`config.mk`:
```
export PLATFORM = sky130hd
export DESIGN_NAME = dma_mc
export DESIGN_NICKNAME = d
export VERILOG_FILES = /design/src/rtl/dma_mc.sv
export SDC_FILE = /design/constraint.sdc
export NUM_CORES = 1
export LEC_CHECK = 0
export BUFFER_PORTS_ARGS = -buffer_cell sky130_fd_sc_hd__buf_2
export CAP_MARGIN = 25
export CORE_UTILIZATION = 50
export DETAILED_ROUTE_END_ITERATION = 6
export PLACE_DENSITY = 0.81
export SLEW_MARGIN = 40
export SYNTH_ARGS = -nofsm -noshare
export SYNTH_HDL_FRONTEND = slang
export SYNTH_SLANG_ARGS = --single-unit
```
`constraint.sdc`:
```
create_clock -name wb_clk_i -period 6.7 [get_ports wb_clk_i]
set_input_delay 1.005 -clock wb_clk_i [delete_from_list [all_inputs] [get_ports wb_clk_i]]
set_output_delay 1.005 -clock wb_clk_i [all_outputs]
set_load 0.02 [all_outputs]
```
`src/rtl/dma_mc.sv`:
```
// dma_mc: multi-channel Wishbone DMA engine.
// A Wishbone slave port programs per-channel SRC/DST/LEN/CTRL registers; a
// Wishbone master port moves 32-bit words memory-to-memory, round-robin
// between busy channels, at most BURST words per grant.
// Optional feature macro: DMA_IRQ_EN (level interrupt from DONE & IE).
module dma_mc #(
  parameter int NCH   = 2,
  parameter int BURST = 4,
  parameter int LENW  = 16
) (
  input  logic        wb_clk_i,
  input  logic        wb_rst_ni,
  input  logic [7:0]  wbs_adr_i,
  input  logic [31:0] wbs_dat_i,
  output logic [31:0] wbs_dat_o,
  input  logic        wbs_we_i,
  input  logic [3:0]  wbs_sel_i,
  input  logic        wbs_stb_i,
  input  logic        wbs_cyc_i,
  output logic        wbs_ack_o,
  output logic [31:0] wbm_adr_o,
  output logic [31:0] wbm_dat_o,
  input  logic [31:0] wbm_dat_i,
  output logic        wbm_we_o,
  output logic [3:0]  wbm_sel_o,
  output logic        wbm_stb_o,
  output logic        wbm_cyc_o,
  input  logic        wbm_ack_i,
  output logic        irq_o
);

  localparam int CW = (NCH > 1) ? $clog2(NCH) : 1;
  localparam int BW = $clog2(BURST + 1);

  typedef enum logic [1:0] {S_IDLE, S_ARB, S_RD, S_WR} state_t;

  state_t          r_state, w_next;
  logic [31:0]     r_src [NCH];
  logic [31:0]     r_dst [NCH];
  logic [LENW-1:0] r_len [NCH];
  logic [NCH-1:0]  r_busy, r_sinc, r_dinc, r_done, r_clr_pend;
`ifdef DMA_IRQ_EN
  logic [NCH-1:0]  r_ie;
`endif
  logic [CW-1:0]   r_gnt, r_rr, w_arb_gnt;
  logic [BW-1:0]   r_beats;
  logic [31:0]     r_data, r_sdat, w_rdata;
  logic            r_sack;
  logic [3:0]      w_sch;
  logic [1:0]      w_sreg;
  logic            w_sacc, w_swr, w_xfer, w_ack_rd, w_ack_wr, w_last, w_fin;
  logic            w_arb_hit, w_others;
  logic [NCH-1:0]  w_locked;
  logic            w_unused;

  assign w_sch    = wbs_adr_i[7:4];
  assign w_sreg   = wbs_adr_i[3:2];
  assign w_sacc   = wbs_stb_i & wbs_cyc_i & ~r_sack;
  assign w_swr    = w_sacc & wbs_we_i;
  assign w_xfer   = (r_state == S_RD) || (r_state == S_WR);
  assign w_ack_rd = (r_state == S_RD) & wbm_ack_i;
  assign w_ack_wr = (r_state == S_WR) & wbm_ack_i;
  assign w_last   = (r_len[r_gnt] == LENW'(1));
  // Final word of a still-busy channel: hardware sets DONE on this edge.
  assign w_fin    = w_ack_wr & r_busy[r_gnt] & w_last;
  assign w_unused = &{1'b0, wbs_sel_i, wbs_adr_i[1:0]};

  // Master bus outputs decode straight from the state so reset drops cyc/stb at once.
  assign wbm_cyc_o = w_xfer;
  assign wbm_stb_o = w_xfer;
  assign wbm_we_o  = (r_state == S_WR);
  assign wbm_sel_o = w_xfer ? 4'hF : 4'h0;
  assign wbm_adr_o = (r_state == S_RD) ? {r_src[r_gnt][31:2], 2'b00} :
                     (r_state == S_WR) ? {r_dst[r_gnt][31:2], 2'b00} : 32'h0;
  assign wbm_dat_o = (r_state == S_WR) ? r_data : 32'h0;
  assign wbs_ack_o = r_sack;
  assign wbs_dat_o = r_sdat;

  // Round-robin search: first busy channel at or after the pointer.
  // NOTE: every variable in a combinational block gets a default first, so no latch is inferred.
  always_comb begin
    w_arb_hit = 1'b0;
    w_arb_gnt = '0;
    for (int k = 0; k < NCH; k++) begin
      if (!w_arb_hit && r_busy[(int'(r_rr) + k) % NCH]) begin
        w_arb_hit = 1'b1;
        w_arb_gnt = CW'((int'(r_rr) + k) % NCH);
      end
    end
  end

  // Per-channel lock (busy or owning the bus) and whether another channel still waits.
  always_comb begin
    w_locked = '0;
    w_others = 1'b0;
    for (int i = 0; i < NCH; i++) begin
      w_locked[i] = r_busy[i] | (w_xfer && (r_gnt == CW'(i)));
      if ((r_gnt != CW'(i)) && r_busy[i]) w_others = 1'b1;
    end
  end

  // Next-state logic for the transfer engine.
  always_comb begin
    w_next = r_state;
    case (r_state)
      S_IDLE: if (|r_busy) w_next = S_ARB;
      S_ARB:  w_next = w_arb_hit ? S_RD : S_IDLE;
      S_RD:   if (wbm_ack_i) w_next = S_WR;
      S_WR: begin
        if (wbm_ack_i) begin
          if (w_fin)                                          w_next = w_others ? S_ARB : S_IDLE;
          else if (!r_busy[r_gnt] || r_beats == BW'(BURST - 1)) w_next = S_ARB;
          else                                                w_next = S_RD;
        end
      end
      default: w_next = S_IDLE;
    endcase
  end

  // Engine state register.
  // NOTE: sequential state always uses non-blocking assignments so all flops update together.
  always_ff @(posedge wb_clk_i or negedge wb_rst_ni) begin
    if (!wb_rst_ni) r_state <= S_IDLE;
    else            r_state <= w_next;
  end

  // Slave read mux: live register values; unmapped registers and channels read 0.
  always_comb begin
    w_rdata = 32'h0;
    for (int i = 0; i < NCH; i++) begin
      if (w_sch == 4'(i)) begin
        case (w_sreg)
          2'd0: w_rdata = r_src[i];
          2'd1: w_rdata = r_dst[i];
          2'd2: w_rdata = 32'(r_len[i]);
          default: begin
`ifdef DMA_IRQ_EN
            w_rdata[4] = r_ie[i];
`endif
            w_rdata[3:0] = {r_done[i], r_dinc[i], r_sinc[i], r_busy[i]};
          end
        endcase
      end
    end
  end

  // Slave handshake: single-cycle ack pulse one cycle after strobe, registered read data.
  always_ff @(posedge wb_clk_i or negedge wb_rst_ni) begin
    if (!wb_rst_ni) begin
      r_sack <= 1'b0;
      r_sdat <= 32'h0;
    end else begin
      r_sack <= w_sacc;
      if (w_sacc) r_sdat <= w_rdata;
    end
  end

  // Channel registers and datapath: hardware updates first, CPU writes after.
  // NOTE: the channel register arrays are control state, so they are reset like any other flop.
  always_ff @(posedge wb_clk_i or negedge wb_rst_ni) begin
    if (!wb_rst_ni) begin
      for (int i = 0; i < NCH; i++) begin
        r_src[i] <= 32'h0;
        r_dst[i] <= 32'h0;
        r_len[i] <= '0;
      end
      r_busy     <= '0;
      r_sinc     <= '0;
      r_dinc     <= '0;
      r_done     <= '0;
      r_clr_pend <= '0;
`ifdef DMA_IRQ_EN
      r_ie       <= '0;
`endif
      r_gnt      <= '0;
      r_rr       <= '0;
      r_beats    <= '0;
      r_data     <= 32'h0;
    end else begin
      if (r_state == S_ARB && w_arb_hit) begin
        r_gnt   <= w_arb_gnt;
        r_rr    <= (w_arb_gnt == CW'(NCH - 1)) ? '0 : w_arb_gnt + 1'b1;
        r_beats <= '0;
      end
      if (w_ack_rd) r_data <= wbm_dat_i;
      if (w_ack_wr) begin
        r_len[r_gnt] <= r_len[r_gnt] - 1'b1;
        if (r_sinc[r_gnt]) r_src[r_gnt] <= r_src[r_gnt] + 32'd4;
        if (r_dinc[r_gnt]) r_dst[r_gnt] <= r_dst[r_gnt] + 32'd4;
        r_beats <= r_beats + 1'b1;
        if (w_fin) begin
          r_busy[r_gnt] <= 1'b0;
          r_done[r_gnt] <= 1'b1;
        end
      end
      // A DONE clear that collided with the hardware set lands one cycle late.
      for (int i = 0; i < NCH; i++) begin
        if (r_clr_pend[i]) begin
          r_done[i]     <= 1'b0;
          r_clr_pend[i] <= 1'b0;
        end
      end
      for (int i = 0; i < NCH; i++) begin
        if (w_swr && w_sch == 4'(i)) begin
          case (w_sreg)
            2'd0: if (!w_locked[i]) r_src[i] <= wbs_dat_i;
            2'd1: if (!w_locked[i]) r_dst[i] <= wbs_dat_i;
            2'd2: if (!w_locked[i]) r_len[i] <= wbs_dat_i[LENW-1:0];
            default: begin
              if (wbs_dat_i[3]) begin
                if (w_fin && r_gnt == CW'(i)) r_clr_pend[i] <= 1'b1;
                else                          r_done[i]     <= 1'b0;
              end
`ifdef DMA_IRQ_EN
              r_ie[i] <= wbs_dat_i[4];
`endif
              if (!w_locked[i]) begin
                r_sinc[i] <= wbs_dat_i[1];
                r_dinc[i] <= wbs_dat_i[2];
                if (wbs_dat_i[0]) begin
                  if (r_len[i] == '0) r_done[i] <= 1'b1;
                  else                r_busy[i] <= 1'b1;
                end
              end else if (r_busy[i] && !wbs_dat_i[0]) begin
                r_busy[i] <= 1'b0;
              end
            end
          endcase
        end
      end
    end
  end

`ifdef DMA_IRQ_EN
  logic r_irq;
  // Registered level interrupt: any channel with DONE and IE both set.
  always_ff @(posedge wb_clk_i or negedge wb_rst_ni) begin
    if (!wb_rst_ni) r_irq <= 1'b0;
    else            r_irq <= |(r_done & r_ie);
  end
  assign irq_o = r_irq;
`else
  assign irq_o = 1'b0;
`endif

endmodule

```
==> results.tsv, run 1 <==
stage	metric	value	unit
sta	final hold viol count	0	
sta	final slew viol count	0	
sta	Slew @ Worst Pin	0.8817	ns
clock_network	root buf cell	clkbuf_16	
clock_network	Clock Tree Buf Depth	3	
critical_path	Crit. Startpoint	r_gnt	
synthesis	Syn Area/Cell	8.877	um2
critical_path	Worst R2R Setup Slack	2.83	ns
sta	slew margin rel.	41.08	%
global_route	GRT Overall Usage	30.89	%
run	max-cap viol count	0	
critical_path	Max Fanout on Critical Path	68	
power_and_ir_drop	peak supply drop	221.5	uV
die	Initial Util	50.76	%
finish	fin area	17160	um2
critical_path	WP data required	5.69	ns
finish	area added between synthesis and finish	14.08	%
critical_path	type of origin of the critical path	flip-flop	
finish	register area	6065	um2
sta	setup slack after layout	2.489	ns
power_and_ir_drop	Pwr Total	4.458	mW
synthesis	sequential share of the synthesized area	40.25	%
sta	Max Freq	237.5	MHz
synthesis	Cells after Synth	1695	
global_route	grt total ovfl	0	
clock_network	clock-pin slew of the registers on the worst-case setup and hold paths	0.06	ns
synthesis	Mapped Area	15050	um2
hold_path	Hold Path Class	input pin to async pin	
die	die height	175.5	um
clock_network	Post-CTS Repair Setup Buffers	0	
detailed_routing	drt via density	6.369	
detailed_routing	drt initial violations	1732	
synthesis	Yosys reg bits	242	
clock_network	hold buffers post-CTS	0	
clock_network	PostCTS Resize Cnt	0	
die	die width	175.5	um
placement	Cell Area, Placed	16150	um2
placement	gp weighted congestion	0.9282	
sta	clk_skew	0.02638	ns
die	Core ar.	29640	um2
placement	IO Port Bufs	177	
detailed_routing	DRC	1	
critical_path	slowest library cell on the worst path	dfrtp_4	
global_route	vias in the first global route	14061	
die	Ports	187	
detailed_routing	drt pass-1 iters	7	
critical_path	Crit Reg-Reg Endpoint	r_src[60]	
outcome	violated checks	design-rule violations	
synthesis	top_reg_cell synth	dfrtp_1	
detailed_routing	DRT Wirelength	47560	um
critical_path	kind of end point of the critical path	output pin	
sta	Finish-stage setup viols	0	
synthesis	Post-synth EDFFs	0	
outcome	status	finished, violations left	
die	row count	63	
sta	min cycle time layout	4.211	ns
synthesis	top-area cell type share of the netlist area	40.25	%
critical_path	worst path cell trace	buf_4 > mux2i_1 > nand2_1 > and3_1 > buf_2	
power_and_ir_drop	P_leak	7.455	nW
power_and_ir_drop	PD cells	259.7	nW/um2
clock_network	clock buffer count from CTS	28	
global_route	largest net degree at the start of global routing	81	
synthesis	synth unique cells	64	
clock_network	Sink Count	242	
critical_path	CP max stage delay	0.95	ns
detailed_routing	ANT nets after route	0	
sta	RSZ-0062 raised after global routing	false	
clock_network	CTS tree	yes	
synthesis	Async S/R FF share, synth	100.0	%
critical_path	R2R Path Start	r_gnt	
detailed_routing	routed length per instance	21.46	um
finish	fin nets	1893	
detailed_routing	Vias	14113	
finish	fillcell total	2598	
placement	pre-CTS setup slack	2.937	ns
critical_path	Worst Reg2Reg Path Length in Cells	7	
sta	Tcrit/Tclk final	62.86	%
synthesis	synth top area cells	dfrtp_1 40%, nand2_1 6.6%, mux2i_1 5.7%, o21ai_0 4.9%, xnor2_1 4.2%	
die	die area	30790	um2
synthesis	leading area contributor after synthesis	dfrtp_1	
finish	share of cells above drive strength 1	19.34	%
global_route	initial antenna violation count	2	
clock_network	Clk Latency, worst-skew pair	0.57	ns
synthesis	YS warnings	0	
critical_path	crit path DAT	3.21	ns
placement	DP HPWL	32020	um
finish	area of the multi-input gates	8436	um2
critical_path	Setup CP Type	flip-flop to output pin	
clock_network	CTS H-tree depth	1	
sta	Setup TNS Final	0	ns
global_route	first-pass GRT wire length	75220	um
-- power by group --
group	switching [mW]	leakage, nW	internal [mW]
Clock	0.635	0.467	1.00
Combinational	0.525	3.79	0.384
Sequential	0.235	3.19	1.68
Total	1.39	7.46	3.06
-- through the flow --
step                util (%)  instances  hold WS, ns
floorplan                  -       1697       0.4111
global placement       54.37       2163       0.4201
detailed placement     54.50       2164       0.4326
CTS                    57.78       2214       0.3907
global route           57.90       2215       0.4103
finish                 57.91       2216       0.3755
-- cell usage in the layout (no fill, tap or decap), drive strengths merged, types with 10 or more instances in the layout --
cell type    n
inv         14
xor2        51
clkbuf      38
a31oi       11
mux2i       86
o221ai      16
nand4       35
a221oi      14
nor3b       10
a21oi       83
and3        62
nor3        35
buf        205
o21a        17
nand2      268
mux4        21
mux2        53
xnor2       73
and2        24
o21ai      156
nor2       132
nand4b      12
dfrtp      242
nor4        17
nand3       47
-- critical path: cells and delay by family (launching register included) --
| kind | cells | cell delay, ns |
|---|---|---|
| and+or+nand+nor | 2 | 0.30 |
| DFF | 1 | 0.95 |
| muxes | 1 | 0.49 |
| buffers and inverters | 2 | 0.81 |
-- worst max-delay path by stage --
stage,endpoint,slack (ns),cells past startpoint
3_5_place_dp,r_dst[57],2.94,8
5_1_grt,wbm_adr_o[27],2.44,4
6_report,wbm_adr_o[19],2.49,5
2_1_floorplan,wbm_adr_o[5],3.57,9
4_1_cts,wbm_adr_o[27],2.58,4
3_3_place_gp,r_dst[57],3.12,8
-- kinds of logic (layout without fill, tap and decap cells) --
kind of cell | count (synthesis) | count (layout) | share of synthesized area, %
muxes | 160 | 160 | 12.83
AOI/OAI and AO/OA | 335 | 335 | 13.08
buffers and inverters | 142 | 270 | 3.983
DFF | 242 | 242 | 40.25
adders and majority gates | 6 | 6 | 0.4989
other | 1 | 4 | 0.02492
xor gates and xnor gates | 124 | 124 | 7.218
and+or+nand+nor | 685 | 685 | 22.11
-- area by class of cell --
cell class                      instances  share of cell area (%)
Timing Repair Buffer                  205                   6.670
Clock inverter                         12                   1.123
Tap cell                              390                   2.843
Clock buffer                           38                   4.541
Multi-Input combinational cell       1313                   49.15
Inverter                               15                  0.3280
Antenna cell                            1                 0.01458
Sequential cell                       242                   35.33
-- sequential cells by signal, summed over array words and instances, names as in the netlist, 2 cells and up --
register	count
r_len	32
r_state	2
wbs_dat_o	32
r_dinc	2
r_clr_pend	2
r_dst	64
r_beats	3
r_data	32
r_sinc	2
r_src	64
r_busy	2
r_done	2
-- per-layer routing --
| layer | vias up | GRT usage, % | wire length, um |
|---|---|---|---|
| li1 | 6220 | - | - |
| met1 | 6767 | 39.55 | 18260 |
| met2 | 942 | 48.02 | 21550 |
| met3 | 180 | 7.771 | 5293 |
| met4 | 4 | 16.81 | 2431 |
| met5 | - | 0 | 24 |
-- Yosys cell counts, types with 8 or more instances --
| cell | n |
|---|---|
| mux2_2 | 53 |
| inv_1 | 15 |
| and3_1 | 62 |
| a31oi_1 | 11 |
| nand4b_1 | 12 |
| clkbuf_1 | 91 |
| buf_2 | 10 |
| a22oi_1 | 8 |
| o21ai_0 | 147 |
| and2_1 | 22 |
| mux2i_1 | 86 |
| nand2_1 | 266 |
| o21ai_1 | 9 |
| buf_4 | 12 |
| mux4_2 | 21 |
| xor2_1 | 51 |
| a21oi_1 | 82 |
| dfrtp_1 | 242 |
| nand4_1 | 35 |
| nor2_1 | 132 |
| o221ai_1 | 16 |
| xnor2_1 | 73 |
| nor4_1 | 14 |
| buf_1 | 12 |
| nor3b_1 | 9 |
| nor3_1 | 35 |
| o21a_1 | 17 |
| nand3_1 | 46 |
| a221oi_1 | 14 |
Note: power is estimated with default switching activity, not from simulation.
==> run 2, diff against run 1 <==
--- a/config.mk
+++ b/config.mk
@@ -9,7 +9,7 @@
 export CAP_MARGIN = 25
 export CORE_UTILIZATION = 50
 export DETAILED_ROUTE_END_ITERATION = 6
-export PLACE_DENSITY = 0.81
+export PLACE_DENSITY = 0.84
 export SLEW_MARGIN = 40
 export SYNTH_ARGS = -nofsm -noshare
 export SYNTH_HDL_FRONTEND = slang
==> constraint.sdc (replaced) <==
create_clock -name wb_clk_i -period 3.8 [get_ports wb_clk_i]
set_input_delay 0.57 -clock wb_clk_i [delete_from_list [all_inputs] [get_ports wb_clk_i]]
set_output_delay 0.57 -clock wb_clk_i [all_outputs]
set_load 0.02 [all_outputs]
==> results.tsv, run 2 (synthesized netlist as in run 1, its figures left out) <==
stage	metric	value	unit	change
outcome	status	finished, violations left		
outcome	violated checks	design-rule violations		
sta	RSZ-0062 raised after global routing	false		
die	die area	30790	um2	unchanged
placement	gp weighted congestion	0.9432		+1.6%
clock_network	CTS H-tree depth	1		unchanged
critical_path	Setup CP Type	flip-flop to output pin		
power_and_ir_drop	PD cells	448.2	nW/um2	+73%
sta	Finish-stage setup viols	0		unchanged
clock_network	CTS tree	yes		
die	die width	175.5	um	unchanged
critical_path	kind of end point of the critical path	output pin		
detailed_routing	drt pass-1 iters	7		unchanged
critical_path	slowest library cell on the worst path	dfrtp_4		
sta	final hold viol count	0		unchanged
finish	register area	6062	um2	about the same
finish	share of cells above drive strength 1	20.11	%	+0.77 points
power_and_ir_drop	peak supply drop	454.0	uV	+110%
sta	min cycle time layout	3.570	ns	
clock_network	clock-pin slew of the registers on the worst-case setup and hold paths	0.06	ns	about the same
sta	slew margin rel.	48.11	%	+7.0 points
global_route	largest net degree at the start of global routing	68		-16%
critical_path	crit path DAT	3.00	ns	-0.21 ns
global_route	GRT Overall Usage	31.92	%	+1.0 points
finish	fin area	17350	um2	+1.1%
critical_path	Max Fanout on Critical Path	55		-19%
run	max-cap viol count	0		unchanged
clock_network	clock buffer count from CTS	28		unchanged
clock_network	Clock Tree Buf Depth	3		unchanged
critical_path	type of origin of the critical path	flip-flop		
detailed_routing	drt initial violations	1886		+8.9%
finish	most common cell after layout, fill and taps aside	nand2_1		
clock_network	Sink Count	242		unchanged
power_and_ir_drop	P_leak	7.579	nW	+1.7%
sta	Tcrit/Tclk final	93.95	%	
sta	Max Freq	280.1	MHz	
detailed_routing	routed length per instance	21.84	um	+1.8%
placement	DP HPWL	33340	um	+4.1%
hold_path	Hold Path Class	input pin to flip-flop		
detailed_routing	drt via density	6.477		+1.7%
placement	IO Port Bufs	177		unchanged
finish	area added between synthesis and finish	15.30	%	
placement	Cell Area, Placed	16380	um2	+1.4%
critical_path	CP max stage delay	0.89	ns	-0.06 ns
clock_network	Clk Latency, worst-skew pair	0.56	ns	about the same
clock_network	root buf cell	clkbuf_16		
finish	biggest regs	r_dst: 64 flops, r_src: 64 flops		
power_and_ir_drop	Pwr Total	7.776	mW	+74%
sta	Setup TNS Final	0	ns	unchanged
die	Initial Util	50.76	%	unchanged
global_route	first-pass GRT wire length	77410	um	+2.9%
finish	fillcell total	2530		-2.6%
global_route	initial antenna violation count	1		-1
die	die height	175.5	um	unchanged
critical_path	worst path cell trace	buf_12 > buf_4 > mux2i_1 > nand2_1 > and3_1 > buf_2		
die	Ports	187		unchanged
finish	area of the multi-input gates	8421	um2	-0.18%
global_route	grt total ovfl	0		unchanged
detailed_routing	DRC	7		+6
finish	Post-Route Utilization	58.53	%	+0.62 points
sta	clk_skew	0.01805	ns	-0.008330 ns
die	row count	63		unchanged
finish	non-filler cells, final	2241		+1.1%
detailed_routing	Vias	14514		+2.8%
placement	DP Cell Count	2188		+1.1%
die	Core ar.	29640	um2	unchanged
sta	Slew @ Worst Pin	0.7783	ns	-0.1033 ns
sta	final slew viol count	0		unchanged
critical_path	WP data required	3.23	ns	-2.46 ns
global_route	vias in the first global route	14190		+0.92%
detailed_routing	DRT Wirelength	48950	um	+2.9%
detailed_routing	ANT nets after route	0		unchanged
finish	fin nets	1917		+1.3%
finish	most frequent cells in the layout	265 x nand2_1, 239 x dfrtp_1, 175 x buf_2, 147 x o21ai_0, 132 x nor2_1		
[run 2: worst paths after layout]
path / start / endpoint / cells past startpoint / slack, ns
min in group asynchronous: wb_rst_ni / r_data[22] / 2 / 0.52
max: r_gnt / wbm_adr_o[31] / 6 / 0.23
min: wbm_dat_i[0] / r_data[0] / 2 / 0.24
max reg2reg: r_gnt / r_dst[62] / 7 / 0.67
min reg2reg: r_clr_pend[0] / r_done[0] / 1 / 0.44
max in group asynchronous: wb_rst_ni / r_dst[2] / 4 / 2.20
[run 2: repair_timing]
action,in CTS,in global routing
buffers inserted,0,0
gates resized for setup,0,0
hold endpoints to repair,52,0
hold buffers,1,0
[run 2: report_power, final]
part,switching (mW),leakage (nW),internal (mW)
registers,0.453,3.19,2.95
clock network,1.12,0.461,1.66
logic,0.899,3.92,0.691
[run 2: stage by stage]
stage,worst slack [ns],hold WS (ns)
floorplan,0.7165,0.2744
global placement,0.8445,0.4192
detailed placement,0.7583,0.4425
CTS,0.2746,0.2339
global route,0.06856,0.2410
finish,0.2298,0.2448
[run 2: metal layers]
| layer | vias up | share of wire, % | global-route usage, % |
|---|---|---|---|
| li1 | 6289 | - | - |
| met1 | 6896 | 37 | 41.22 |
| met2 | 1079 | 46 | 50.17 |
| met3 | 250 | 11 | 6.342 |
| met4 | 0 | 6.1 | 18.08 |
| met5 | - | 0 | 0 |
[run 2: final cells by class]
| type | instances | area share, % |
|---|---|---|
| repair buffers | 229 | 7.919 |
| well taps | 390 | 2.813 |
| flip-flops and latches | 242 | 34.94 |
| diodes | 1 | 0.01442 |
| clock buffers | 47 | 5.150 |
| clock inverters | 4 | 0.2957 |
| multi-input cells | 1313 | 48.54 |
| inverters | 15 | 0.3246 |
[run 2: worst max-delay path, delay by kind of cell (launching register included)]
| family | cells | cell delay, ns |
|---|---|---|
| muxes | 1 | 0.35 |
| and+or+nand+nor | 2 | 0.33 |
| DFF | 1 | 0.89 |
| buffers and inverters | 3 | 0.83 |
